==> config.mk <==
export PLATFORM = sky130hd
export DESIGN_NAME = team_06_pwm_out
export DESIGN_NICKNAME = d
export VERILOG_FILES = /design/src/rtl/team_06_pwm_out.sv
export SDC_FILE = /design/constraint.sdc
export NUM_CORES = 1
export LEC_CHECK = 0
export CORE_UTILIZATION = 35
export CTS_CLUSTER_SIZE = 24
export DETAILED_ROUTE_END_ITERATION = 7
export GPL_TIMING_DRIVEN = 0
export SYNTH_ARGS = -nofsm -noshare
export SYNTH_HDL_FRONTEND = slang
export SYNTH_SLANG_ARGS = --single-unit
export TNS_END_PERCENT = 1
==> constraint.sdc <==
create_clock -name clk -period 2.85 [get_ports clk]
set_clock_uncertainty 0.1 [all_clocks]
set_input_delay 0.4275 -clock clk [delete_from_list [all_inputs] [get_ports clk]]
set_output_delay 0.4275 -clock clk [all_outputs]
set_load 0.03 [all_outputs]
==> src/rtl/team_06_pwm_out.sv <==
// PWM output stage with sample-rate pacing and soft-start ramp to midscale.
// Optional TEAM06_PWM_CLIP_EN adds a saturating clip_cnt of full-scale samples.
`timescale 1ns/1ps

module team_06_pwm_out #(
  parameter int unsigned PWM_REPEAT = 4,
  parameter int unsigned RAMP_STEP  = 8
) (
  input  logic       clk,
  input  logic       nRST,
  input  logic       en,
  input  logic [7:0] audio_in,
  output logic       pwm_o,
  output logic       finished,
  output logic       running
`ifdef TEAM06_PWM_CLIP_EN
  ,
  output logic [15:0] clip_cnt
`endif
);

  localparam logic [1:0] IDLE = 2'd0;
  localparam logic [1:0] RAMP = 2'd1;
  localparam logic [1:0] RUN  = 2'd2;

  localparam logic [3:0] REP_LAST = 4'(PWM_REPEAT - 1);
  localparam logic [8:0] STEP9    = 9'(RAMP_STEP);

  logic [1:0] state_q, state_d;
  logic [7:0] cnt_q, cnt_d;
  logic [3:0] rep_q, rep_d;
  logic [7:0] duty_q, duty_d;
  logic [7:0] ramp_q, ramp_d;
  logic       pwm_q, pwm_d;
  logic       fin_q, fin_d;
  logic       per_end;
  logic [8:0] ramp_sum;

  always_comb begin
    state_d  = state_q;
    cnt_d    = cnt_q;
    rep_d    = rep_q;
    duty_d   = duty_q;
    ramp_d   = ramp_q;
    per_end  = (cnt_q == 8'hFF) && (rep_q == REP_LAST);
    ramp_sum = {1'b0, ramp_q} + STEP9;
    if (!en) begin
      state_d = IDLE;
      cnt_d   = 8'd0;
      rep_d   = 4'd0;
      duty_d  = 8'd0;
      ramp_d  = 8'd0;
    end else begin
      unique case (state_q)
        IDLE: begin
          state_d = RAMP;
          cnt_d   = 8'd0;
          rep_d   = 4'd0;
          duty_d  = 8'd0;
          ramp_d  = 8'd0;
        end
        RAMP, RUN: begin
          cnt_d = cnt_q + 8'd1;
          if (cnt_q == 8'hFF) begin
            rep_d = (rep_q == REP_LAST) ? 4'd0 : rep_q + 4'd1;
          end
          // duty only moves on the sample boundary
          if (per_end) begin
            if (state_q == RUN) begin
              duty_d = audio_in;
            end else if (ramp_sum >= 9'd128) begin
              duty_d  = 8'd128;
              ramp_d  = 8'd128;
              state_d = RUN;
            end else begin
              ramp_d = ramp_sum[7:0];
              duty_d = ramp_sum[7:0];
            end
          end
        end
        default: state_d = IDLE;
      endcase
    end
    pwm_d = en && (state_q != IDLE) && (cnt_q < duty_q);
    fin_d = (state_d != IDLE) && (cnt_d == 8'd0) && (rep_d == 4'd0);
  end

  always_ff @(posedge clk or negedge nRST) begin
    if (!nRST) begin
      state_q <= IDLE;
      cnt_q   <= 8'd0;
      rep_q   <= 4'd0;
      duty_q  <= 8'd0;
      ramp_q  <= 8'd0;
      pwm_q   <= 1'b0;
      fin_q   <= 1'b0;
    end else begin
      state_q <= state_d;
      cnt_q   <= cnt_d;
      rep_q   <= rep_d;
      duty_q  <= duty_d;
      ramp_q  <= ramp_d;
      pwm_q   <= pwm_d;
      fin_q   <= fin_d;
    end
  end

  assign pwm_o    = pwm_q;
  assign finished = fin_q;
  assign running  = (state_q == RUN);

`ifdef TEAM06_PWM_CLIP_EN
  logic [15:0] clip_q, clip_d;
  logic        clip_hit;

  always_comb begin
    clip_d   = clip_q;
    clip_hit = (state_q == RUN) && per_end &&
               ((audio_in == 8'h00) || (audio_in == 8'hFF));
    if (!en) begin
      clip_d = 16'd0;
    end else if (clip_hit && (clip_q != 16'hFFFF)) begin
      clip_d = clip_q + 16'd1;
    end
  end

  always_ff @(posedge clk or negedge nRST) begin
    if (!nRST) begin
      clip_q <= 16'd0;
    end else begin
      clip_q <= clip_d;
    end
  end

  assign clip_cnt = clip_q;
`endif

endmodule
==> results.toml, run 1 <==
[timing]
max_freq_mhz = 370
worst_pin_slew_ps = 724
whs_ps = 98.5
rsz0062_at_grt = "false"
setup-violations-final = 0
finalCritPeriodShare_pct = 94.8
finalHoldViolCount = 0
layout_min_cycle_time_ps = 2700
timing.setup.tns_ps = 0
maxSlewViolCount = 0
relSlewSlack_pct = 51.7

[pwr]
p_leak_nw = 0.961
ir_worst_vdd_uv = 243
p_per_area_nw_per_um2 = 398
total_power_w = 0.000874

[synth]
synth_area_um2 = 1910
yosys_warnings = 0
synth_top_area_share_pct = 42.0
yosys_register_bits = 32
seq_area_frac_synth_pct = 42.0
ys_types = 45
syn-num-nets = 226
syn-instance-count = 202
synth_top_cell_by_area = "dfrtp_1"
synth-edff-count = 0
postSynthAreaPerCell_um2 = 9.43
async_reset_ff_share_pct = 100
synth_flop_cell = "dfrtp_1"
synth_area_leaders = "dfrtp_1, ha_1, nand2_1"

[layout]
finalNetCount = 246
drive_above_1_share_pct = 9.01
final_area_um2 = 2200
syn2layout_area_growth_pct = 15.2
layout_common_cells = "dfrtp_1, nand2_1, nor2_1"
antennaDiodeCount = 0
layout_commonest_cell = "dfrtp_1"

[critical_path]
cp-end-kind = "register"
path_max_fanout = 8
r2r-start = "state_q[0]$_DFF_PN0_"
crit_type = "reg2reg"
crit_required_ps = 2930
crit_arrival_ps = 2780
r2r_cells = 7
startpoint_type = "register"
crit_start = "state_q[0]$_DFF_PN0_"
r2r-end = "finished$_DFF_PN0_"
regToRegSetupSlack_ps = 150

[route]
vias_per_cell = 5.07
dr.pass1.iters = 4
drt_iter0_markers = 59
vias = 1481
wirelength_um = 3970
drt.antenna.violating_nets = 0
wl_per_cell_um = 13.6
drc = 0

[clock_network]
path_clk_slew_ps = 70
clk_path_buf_depth = 2
htreeDepth = 2
cts_resized = 0
insertion_delay_ps = 280
cts_root_buffer = "clkbuf_8"
cts_tree = "done"
cts.hold.buffers_added = 0
cts_setup_buffers = 0
clock_sinks = 32
cts_made_buffers = 5

[global_routing]
gr-total-overflow = 0
grt_pass1_vias = 1444
grt_max_degree = 33
antenna_found_initial = 0
grt_pass1_wl_um = 7040
grt_usage_pct = 16.8

[place]
hpwl_um = 2910
placed_area_um2 = 2120
gp_congestion = 0.794
io_buffers = 13

[die]
initial_core_util_pct = 36.8
rows = 26
die_w_um = 75.8
io_pins = 14
dieArea_um2 = 5740
die_h_um = 75.8
core-area_um2 = 5170

[min_path]
holdCritPathClass = "in2async"

[run]
cap_violations = 0

[run_status]
status = "finished clean"
==> how the worst max path moves through the flow <==
stage | slack, ps | to
6_report | 150 | finished$_DFF_PN0_
2_1_floorplan | 470 | ramp_q[3]$_DFFE_PN0P_
5_1_grt | 30 | finished$_DFF_PN0_
4_1_cts | 140 | finished$_DFF_PN0_
3_5_place_dp | 80 | finished$_DFF_PN0_
3_3_place_gp | 110 | finished$_DFF_PN0_
==> per-layer routing <==
layer	global-route usage [%]	share of wire, %	up-vias
met1	23.4	49	700
met5	0	0	-
met4	7.41	2.0	0
met3	3.17	2.7	6
li1	-	-	759
met2	25.4	46	16
==> cell usage after synthesis (4+ instances only) <==
library cell and count:
a22o_1 8, nor3_1 4, or3_1 4, nand3_1 4, o21ai_0 11, and2_1 4, ha_1 13, a21oi_1 6
nand2_1 25, mux2_2 4, nor2b_1 4, a21boi_0 4, inv_1 12, xnor2_1 4, dfrtp_1 32, clkbuf_1 5
nor2_1 17
==> per-stage QoR <==
| stage | utilization, % | worst slack [ps] | instances |
|---|---|---|---|
| after detailed placement | 41.0 | 81.0 | 285 |
| after floorplan | - | 473 | 202 |
| after CTS | 42.5 | 142 | 292 |
| final | 42.5 | 148 | 292 |
| after global routing | 42.5 | 30.2 | 292 |
| after global placement | 41.0 | 113 | 285 |
==> final cells by class <==
type	count	area, um^2
clock buffer	6	72.6
tap	70	87.6
multi-input combinational	150	1020
fill	498	2980
clock inverter	1	5.00
buffer	8	40.0
inverter	12	45.0
timing repair buffer	13	125
sequential	32	801
==> worst max-delay path, cell delays in order (launching register included) <==
cell     delay [ps]
dfrtp_1         370
inv_1            70
ha_1            310
o21ai_1         520
a21oi_2          80
or4_1           540
or3_1           340
nor4_2          270
==> sequential cells by signal, indices dropped and copies added, names as in the netlist <==
| register | count |
|---|---|
| ramp_q | 8 |
| finished | 1 |
| rep_q | 4 |
| state_q | 2 |
| duty_q | 8 |
| cnt_q | 8 |
| pwm_o | 1 |
==> power breakdown <==
group | switching [W] | internal (W) | total (W)
sequential | 0.00000586 | 0.000460 | 0.000466
combinational | 0.0000473 | 0.0000350 | 0.0000823
clock | 0.000160 | 0.000166 | 0.000326
==> cell families after synthesis <==
group / synth area share [%]
fa+ha+maj: 8.54
simple gates: 21.4
compound gates: 17.9
buf+inv: 4.46
mux: 2.89
flops: 42.0
xor+xnor: 2.76
Note: power is estimated with default switching activity, not from simulation.
==> run 2, diff against run 1 <==
Settings changed: HOLD_SLACK_MARGIN set to 0.1.
==> results of run 2 <==
The final DEF is identical to that of run 1; final timing and power are the same.
==> run 3, diff against run 2 <==
Settings changed: TNS_END_PERCENT 1 to not set.
==> results of run 3 <==
The final DEF is identical to that of run 1; final timing and power are the same.
